$ cat src/rtl/memory_pkg.sv
// -----------------------------------------------------------------------------
// memory_pkg
// Purpose : Shared definitions for the MEMORY (_m) pipeline stage. It holds the
//           writeback source codes, the load/store size codes (funct3), the
//           MEMORY FSM state encoding and the store lane helpers.
// Ports   : none (package)
// Config  : MEMORY_MISALIGN_TRAP_EN (used by memory.sv) enables the
//           misalignment check helper is_misaligned().
// -----------------------------------------------------------------------------
package memory_pkg;

   localparam int XLEN = 32;

   // Writeback data source (rd_write_src)
   localparam logic [1:0] WB_SRC_ALU  = 2'b00;
   localparam logic [1:0] WB_SRC_LOAD = 2'b01;
   localparam logic [1:0] WB_SRC_PC4  = 2'b10;
   localparam logic [1:0] WB_SRC_CSR  = 2'b11;

   // Access size (funct3)
   localparam logic [2:0] MEM_SIZE_B  = 3'b000;
   localparam logic [2:0] MEM_SIZE_H  = 3'b001;
   localparam logic [2:0] MEM_SIZE_W  = 3'b010;
   localparam logic [2:0] MEM_SIZE_BU = 3'b100;
   localparam logic [2:0] MEM_SIZE_HU = 3'b101;

   // MEMORY FSM states
   typedef enum logic [1:0] {
      MEM_IDLE = 2'b00,
      MEM_REQ  = 2'b01,
      MEM_DONE = 2'b10
   } mem_state_t;

   // Byte enables. funct3[1:0] alone tells B/H/W apart; the signed/unsigned
   // bit only matters for loads. Halfwords use addr[1] only.
   function automatic logic [3:0] store_be(input logic [2:0] size,
                                           input logic [1:0] addr);
      logic [3:0] be;
      case (size[1:0])
         2'b00:   be = 4'b0001 << addr;
         2'b01:   be = 4'b0011 << {addr[1], 1'b0};
         default: be = 4'b1111;
      endcase
      return be;
   endfunction

   // Replicating the datum over every lane means the byte enables alone pick
   // the right lane; no shifter is needed.
   function automatic logic [31:0] store_wdata(input logic [2:0]  size,
                                               input logic [31:0] data);
      logic [31:0] wd;
      case (size[1:0])
         2'b00:   wd = {4{data[7:0]}};
         2'b01:   wd = {2{data[15:0]}};
         default: wd = data;
      endcase
      return wd;
   endfunction

   function automatic logic is_misaligned(input logic [2:0] size,
                                          input logic [1:0] addr);
      logic mis;
      case (size[1:0])
         2'b01:   mis = addr[0];
         2'b10:   mis = (addr != 2'b00);
         default: mis = 1'b0;
      endcase
      return mis;
   endfunction

endpackage

$ cat src/rtl/memory_load_align.sv
// -----------------------------------------------------------------------------
// memory_load_align
// Purpose : Combinational load lane extraction and sign/zero extension.
// Ports   : i_rdata [31:0]  captured bus read word
//           i_addr  [1:0]   low address bits (byte lane)
//           i_size  [2:0]   funct3 (B, H, W, BU, HU)
//           o_data  [31:0]  extended load value
// -----------------------------------------------------------------------------
module memory_load_align
   import memory_pkg::*;
(
   input  logic [31:0] i_rdata,
   input  logic [1:0]  i_addr,
   input  logic [2:0]  i_size,
   output logic [31:0] o_data
);

   logic [7:0]  w_byte;
   logic [15:0] w_half;

   always_comb begin
      w_byte = i_rdata[7:0];
      case (i_addr)
         2'd0: w_byte = i_rdata[7:0];
         2'd1: w_byte = i_rdata[15:8];
         2'd2: w_byte = i_rdata[23:16];
         2'd3: w_byte = i_rdata[31:24];
         default: w_byte = i_rdata[7:0];
      endcase
   end

   // addr[0] is ignored for halfwords
   assign w_half = i_addr[1] ? i_rdata[31:16] : i_rdata[15:0];

   always_comb begin
      o_data = i_rdata;
      case (i_size)
         MEM_SIZE_B:  o_data = {{24{w_byte[7]}}, w_byte};
         MEM_SIZE_H:  o_data = {{16{w_half[15]}}, w_half};
         MEM_SIZE_BU: o_data = {24'd0, w_byte};
         MEM_SIZE_HU: o_data = {16'd0, w_half};
         default:     o_data = i_rdata;
      endcase
   end

endmodule

$ cat src/rtl/memory.sv
// -----------------------------------------------------------------------------
// memory
// Purpose : MEMORY (_m) pipeline stage. Registers the execute results, runs
//           loads/stores on a req/ack data bus, selects the writeback data and
//           stalls the pipeline while a bus access is outstanding.
// Ports   : clk, rst_n                     clock, async active-low reset
//           *_e                            execute-stage results
//           flush_m / stall_m              hazard unit interface
//           dmem_*                         data memory req/ack bus
//           pc_write_m, rd_write_m, rd_m, pc_m, alu_res_m, rd_data_m
//                                          writeback / forwarding
//           misalign_m                     misaligned access flag
// Config  : `define MEMORY_MISALIGN_TRAP_EN to trap misaligned H/W accesses
//           (no bus cycle, rd_write_m suppressed). Without it misalign_m is 0
//           and the low address bits are ignored.
// -----------------------------------------------------------------------------
module memory
   import memory_pkg::*;
#(
   parameter int XLEN = 32
)
(
   input  logic            clk,
   input  logic            rst_n,
   input  logic            pc_write_e,
   input  logic            rd_write_e,
   input  logic [1:0]      rd_write_src_e,
   input  logic            mem_write_e,
   input  logic [2:0]      mem_size_e,
   input  logic [4:0]      rd_e,
   input  logic [XLEN-1:0] pc_e,
   input  logic [XLEN-1:0] alu_res_e,
   input  logic [XLEN-1:0] mem_data_e,
   input  logic [XLEN-1:0] csr_data_e,
   output logic            stall_m,
   input  logic            flush_m,
   output logic            dmem_req,
   output logic            dmem_we,
   output logic [XLEN-1:0] dmem_addr,
   output logic [3:0]      dmem_be,
   output logic [XLEN-1:0] dmem_wdata,
   input  logic [XLEN-1:0] dmem_rdata,
   input  logic            dmem_ack,
   output logic            pc_write_m,
   output logic            rd_write_m,
   output logic [4:0]      rd_m,
   output logic [XLEN-1:0] pc_m,
   output logic [XLEN-1:0] alu_res_m,
   output logic [XLEN-1:0] rd_data_m,
   output logic            misalign_m
);

   // Pipeline register
   logic            r_pc_write;
   logic            r_rd_write;
   logic [1:0]      r_wb_src;
   logic            r_mem_write;
   logic [2:0]      r_mem_size;
   logic [4:0]      r_rd;
   logic [XLEN-1:0] r_pc;
   logic [XLEN-1:0] r_alu_res;
   logic [XLEN-1:0] r_csr_data;
   logic            r_misalign;

   // FSM and bus-side state
   mem_state_t      r_state;
   logic            r_flushed;
   logic [XLEN-1:0] r_load;
   logic            r_bus_we;
   logic [XLEN-1:0] r_bus_addr;
   logic [3:0]      r_bus_be;
   logic [XLEN-1:0] r_bus_wdata;

   logic            w_stall;
   logic            w_load_en;
   logic            w_mem_op_e;
   logic            w_misalign_e;
   logic [XLEN-1:0] w_load_ext;

   assign w_stall    = (r_state == MEM_REQ);
   assign w_load_en  = ~flush_m & ~w_stall;
   assign w_mem_op_e = mem_write_e | (rd_write_src_e == WB_SRC_LOAD);

`ifdef MEMORY_MISALIGN_TRAP_EN
   assign w_misalign_e = w_mem_op_e & is_misaligned(mem_size_e, alu_res_e[1:0]);
`else
   assign w_misalign_e = 1'b0;
`endif

   always_ff @(posedge clk or negedge rst_n) begin
      if (!rst_n) begin
         r_pc_write  <= 1'b0;
         r_rd_write  <= 1'b0;
         r_wb_src    <= WB_SRC_ALU;
         r_mem_write <= 1'b0;
         r_mem_size  <= 3'd0;
         r_rd        <= 5'd0;
         r_pc        <= '0;
         r_alu_res   <= '0;
         r_csr_data  <= '0;
         r_misalign  <= 1'b0;
      end else if (flush_m) begin
         r_pc_write  <= 1'b0;
         r_rd_write  <= 1'b0;
         r_wb_src    <= WB_SRC_ALU;
         r_mem_write <= 1'b0;
         r_mem_size  <= 3'd0;
         r_rd        <= 5'd0;
         r_pc        <= '0;
         r_alu_res   <= '0;
         r_csr_data  <= '0;
         r_misalign  <= 1'b0;
      end else if (!w_stall) begin
         r_pc_write  <= pc_write_e;
         r_rd_write  <= rd_write_e;
         r_wb_src    <= rd_write_src_e;
         r_mem_write <= mem_write_e;
         r_mem_size  <= mem_size_e;
         r_rd        <= rd_e;
         r_pc        <= pc_e;
         r_alu_res   <= alu_res_e;
         r_csr_data  <= csr_data_e;
         r_misalign  <= w_misalign_e;
      end
   end

   // The bus request is captured into its own registers when the access
   // starts, so a flush that clears the pipeline register cannot disturb a
   // transfer already on the bus.
   always_ff @(posedge clk or negedge rst_n) begin
      if (!rst_n) begin
         r_state     <= MEM_IDLE;
         r_flushed   <= 1'b0;
         r_load      <= '0;
         r_bus_we    <= 1'b0;
         r_bus_addr  <= '0;
         r_bus_be    <= 4'd0;
         r_bus_wdata <= '0;
      end else begin
         case (r_state)
            MEM_IDLE, MEM_DONE: begin
               r_flushed <= 1'b0;
               if (w_load_en && w_mem_op_e) begin
                  r_state     <= w_misalign_e ? MEM_DONE : MEM_REQ;
                  r_bus_we    <= mem_write_e;
                  r_bus_addr  <= {alu_res_e[XLEN-1:2], 2'b00};
                  r_bus_be    <= store_be(mem_size_e, alu_res_e[1:0]);
                  r_bus_wdata <= mem_write_e ? store_wdata(mem_size_e, mem_data_e) : '0;
               end else begin
                  r_state <= MEM_IDLE;
               end
            end
            MEM_REQ: begin
               if (flush_m) r_flushed <= 1'b1;
               if (dmem_ack) begin
                  r_load  <= dmem_rdata;
                  // A flushed access still completes on the bus; its result
                  // is simply dropped.
                  r_state <= (r_flushed || flush_m) ? MEM_IDLE : MEM_DONE;
               end
            end
            default: r_state <= MEM_IDLE;
         endcase
      end
   end

   memory_load_align u_load_align (
      .i_rdata (r_load),
      .i_addr  (r_alu_res[1:0]),
      .i_size  (r_mem_size),
      .o_data  (w_load_ext)
   );

   always_comb begin
      rd_data_m = r_alu_res;
      case (r_wb_src)
         WB_SRC_ALU:  rd_data_m = r_alu_res;
         WB_SRC_LOAD: rd_data_m = w_load_ext;
         WB_SRC_PC4:  rd_data_m = r_pc + 32'd4;
         WB_SRC_CSR:  rd_data_m = r_csr_data;
         default:     rd_data_m = r_alu_res;
      endcase
   end

   assign stall_m    = w_stall;
   assign dmem_req   = w_stall;
   assign dmem_we    = w_stall & r_bus_we;
   assign dmem_addr  = w_stall ? r_bus_addr : '0;
   assign dmem_be    = w_stall ? r_bus_be : 4'd0;
   assign dmem_wdata = w_stall ? r_bus_wdata : '0;

   assign pc_write_m = r_pc_write;
   assign rd_write_m = r_rd_write & ~r_mem_write & ~r_misalign;
   assign rd_m       = r_rd;
   assign pc_m       = r_pc;
   assign alu_res_m  = r_alu_res;
   assign misalign_m = r_misalign;

endmodule

$ cat config.mk
export PLATFORM = sky130hd
export DESIGN_NAME = memory
export DESIGN_NICKNAME = d
export VERILOG_FILES = /design/src/rtl/memory_pkg.sv /design/src/rtl/memory_load_align.sv /design/src/rtl/memory.sv
export SDC_FILE = /design/constraint.sdc
export NUM_CORES = 1
export LEC_CHECK = 0
export BUFFER_PORTS_ARGS = -buffer_cell sky130_fd_sc_hd__buf_2
export CORE_AREA = 8 8 174 176
export DETAILED_ROUTE_END_ITERATION = 16
export DIE_AREA = 0 0 182 184
export PLACE_DENSITY = 0.62
export SKIP_CTS_REPAIR_TIMING = 1
export SYNTH_ARGS = -nofsm -noshare
export SYNTH_HDL_FRONTEND = slang
export SYNTH_HIERARCHICAL = 1
export SYNTH_SLANG_ARGS = --single-unit
$ cat constraint.sdc
create_clock -name clk -period 2.7 [get_ports clk]
set_input_delay 0.135 -clock clk [delete_from_list [all_inputs] [get_ports clk]]
set_output_delay 0.135 -clock clk [all_outputs]
set_load 0.02 [all_outputs]
==> flow_summary.yaml <==
run_status:
  status: "finished, violations left"
  violations: "negative hold slack, negative setup slack"
worst_hold_path:
  worstHoldPathType: "input pin to flip-flop"
power_and_ir_drop:
  power_density_mw_per_mm2: 673
  ir_worst_vdd_mv: 0.366
  intPower_mw: 7.12
  p_switching_mw: 3.63
  switching_share_pct: 33.7
  p_clk_share_pct: 30.3
  combinationalPowerShare_pct: 30.7
  power_leakage_nw: 7.78
  p_seq_share_pct: 39.1
synthesis:
  synth_area_leaders: "dfrtp_1, nand2_1, mux2_2, mux4_2, a21oi_1"
  syn_inst: 1119
  synth-compound-area-share_pct: 10.7
  synth-adder-area-share_pct: 0.116
  ys.warnings.count: 6
  syn_area_per_cell_um2: 9.68
  synth_top_family_by_area: "simple AND/OR/NAND/NOR gates"
  synthFlopType: "dfrtp_1"
  synth-xor-area-share_pct: 2.10
  synth_top_area_share_pct: 48.8
  synth_edf_count: 0
  synth.distinct_cells: 47
  ys_ff_latch: 211
  async_flop_share_pct: 100
  ys_seq_area_share_pct: 48.8
  yosys.area.top_type: "dfrtp_1"
  syn_area_mm2: 0.0108
  synth-simple-area-share_pct: 18.8
  yosys-mux-area-fraction_pct: 15.8
global_routing:
  grt_max_degree: 111
  grt_pass1_vias: 9917
  gr-total-overflow: 0
  grt_pass1_wl_um: 59100
  grt_usage_pct: 22.3
  antenna_found_initial: 2
timing:
  holdWs_ns: -0.0368
  clock-skew-final_ns: 0.0237
  setup_ws_ns: -0.328
  setup_violations: 18
  period_needed_ns: 3.03
  hold_viol_final: 1
  period_share_pct: 112
  slew_violations: 0
  slew_headroom_pct: 36.7
  max_freq_mhz: 330
  worst_pin_slew_ns: 0.949
  rsz0062_at_grt: "yes"
clock_network:
  cts_buffers: 24
  cts_max_level: 1
  cts_buffer_depth: 3
  insertion_delay_ns: 0.52
  cts_tree: "yes"
  clkTransAtPathRegs_ns: 0.06
  cts_root_buf: "clkbuf_16"
  clock_sinks: 211
layout:
  final_layout_size_suffix_gt1_share_pct: 35.1
  final_core_util_pct: 58.1
  fin_cells: 2001
  nets: 1814
  seq_area_mm2: 0.00529
  mostFrequentLayoutCell: "buf_2"
  fill_cells: 2343
  multi_input_area_mm2: 0.00536
  area_delta_synth_final_pct: 47.4
  final_cell_mix: "buf_2, nand2_1, dfrtp_1"
route:
  dr.pass1.iters: 5
  drc: 0
  drtIter0Drc: 737
  postRouteAntennaNets: 0
  wire_per_inst_um: 20.4
  num_vias: 10400
  avgViaCountPerCell: 5.22
  wl_um: 40900
setup_path:
  crit_arrival_ns: 2.89
  crit_type: "flip-flop to primary output"
  cp_max_fo: 8
  start_kind: "flip-flop"
  end_kind: "primary output"
  crit_required_ns: 2.57
place:
  dp_hpwl_um: 28100
  numPortBuffers: 348
  place_inst: 1759
  place.gp.congestion: 0.850
run:
  max_cap_viol_count: 0
floorplan:
  io_pins: 352
  dieArea_mm2: 0.0335
  die_w_um: 182
  core_mm2: 0.0275
  die_y_um: 184
  rows: 61
  initial_core_util_pct: 39.4
-- cell usage after synthesis (2+ instances only) --
cell	count
buf_1	12
mux2i_1	26
dfrtp_1	211
nor3_2	2
and3_1	2
a21oi_1	119
o21bai_1	4
mux4_2	30
nand2_1	311
buf_6	3
nand2b_1	4
a22oi_1	14
buf_4	4
a32oi_1	2
xnor2_1	14
a22o_1	15
mux2_2	69
buf_2	3
nand3_2	2
nand4_1	3
o21ai_0	41
and2_1	69
clkbuf_1	62
inv_1	11
nor3_1	7
nor4_1	6
nor2_1	24
nand3_1	13
nor2b_1	7
xor2_1	12
-- worst max-delay path: stages (launching register included) --
cell and delay (ns):
dfrtp_1 0.38, ha_2 0.19, nand4_1 0.16, or4_4 0.68, nor4_4 0.22, xor2_1 0.10
mux4_2 0.49, buf_6 0.15
-- through the flow --
| stage | setup TNS (ns) | power [mW] | setup WS (ns) | area [um^2] | hold WS, ns |
|---|---|---|---|---|---|
| 2_1_floorplan | 0 | 5.97 | 0.181 | 10800 | -0.161 |
| 3_3_place_gp | 0 | 7.11 | 0.0528 | 13000 | 0.224 |
| 3_5_place_dp | -0.0562 | 7.17 | -0.0411 | 13000 | 0.224 |
| 4_1_cts | -7.25 | 10.4 | -0.613 | 13800 | -0.335 |
| 5_1_grt | -5.31 | 11.3 | -0.457 | 16000 | -0.00546 |
| 6_report | -3.31 | 10.7 | -0.328 | 16000 | -0.0368 |
-- worst paths after layout --
kind	endpoint	slack (ns)	from	cells past startpoint
setup reg to reg	r_bus_addr[17]	0.75	r_state[0]	4
hold / removal	r_bus_wdata[21]	-0.04	mem_data_e[21]	3
min in group asynchronous	rd_m[2]	0.24	rst_n	2
setup / recovery	rd_data_m[22]	-0.33	pc_m[3]	7
hold reg to reg	r_state[1]	0.45	r_flushed	1
max in group asynchronous	r_mem_size[0]	1.74	rst_n	3
-- layer usage --
layer	track usage (%)	part of all wire [%]	vias to the layer above
li1	-	-	4836
met1	28.9	42	5141
met2	36.0	48	410
met3	6.82	7.7	54
met4	5.58	1.8	0
met5	0	0	-
-- power groups by stage --
stage | Combinational [mW] | Sequential (mW) | Clock, mW
after floorplan | 1.82 | 4.15 | 0
after CTS | 2.96 | 4.17 | 3.31
final | 3.30 | 4.20 | 3.25
after detailed placement | 2.95 | 4.22 | 0
after global routing | 3.56 | 4.26 | 3.46
after global placement | 2.91 | 4.20 | 0
-- flip-flops by register name, summed over array words and instances (netlist names) --
| register | count |
|---|---|
| pc_write_m | 1 |
| r_flushed | 1 |
| r_csr_data | 32 |
| r_mem_size | 3 |
| r_bus_wdata | 32 |
| r_rd_write | 1 |
| r_mem_write | 1 |
| pc_m | 32 |
| r_bus_be | 4 |
| r_state | 2 |
| rd_m | 5 |
| r_bus_addr | 30 |
| alu_res_m | 32 |
| r_load | 32 |
| r_wb_src | 2 |
| r_bus_we | 1 |
-- cell type report --
| cell class | count | share of cell area, % |
|---|---|---|
| clock buffers | 36 | 4.49 |
| repair buffers | 573 | 25.3 |
| well taps | 346 | 2.71 |
| flip-flops and latches | 211 | 33.2 |
| multi-input cells | 814 | 33.6 |
| clock inverters | 7 | 0.408 |
| inverters | 12 | 0.337 |
| diodes | 2 | 0.0314 |
-- logic make-up after synthesis --
logic type | count (synthesis)
compound gates | 203
xor+xnor | 26
fa+ha+maj | 1
buf+inv | 96
flops | 211
mux | 125
other cells | 1
simple gates | 456
Note: power is estimated with default switching activity, not from simulation.
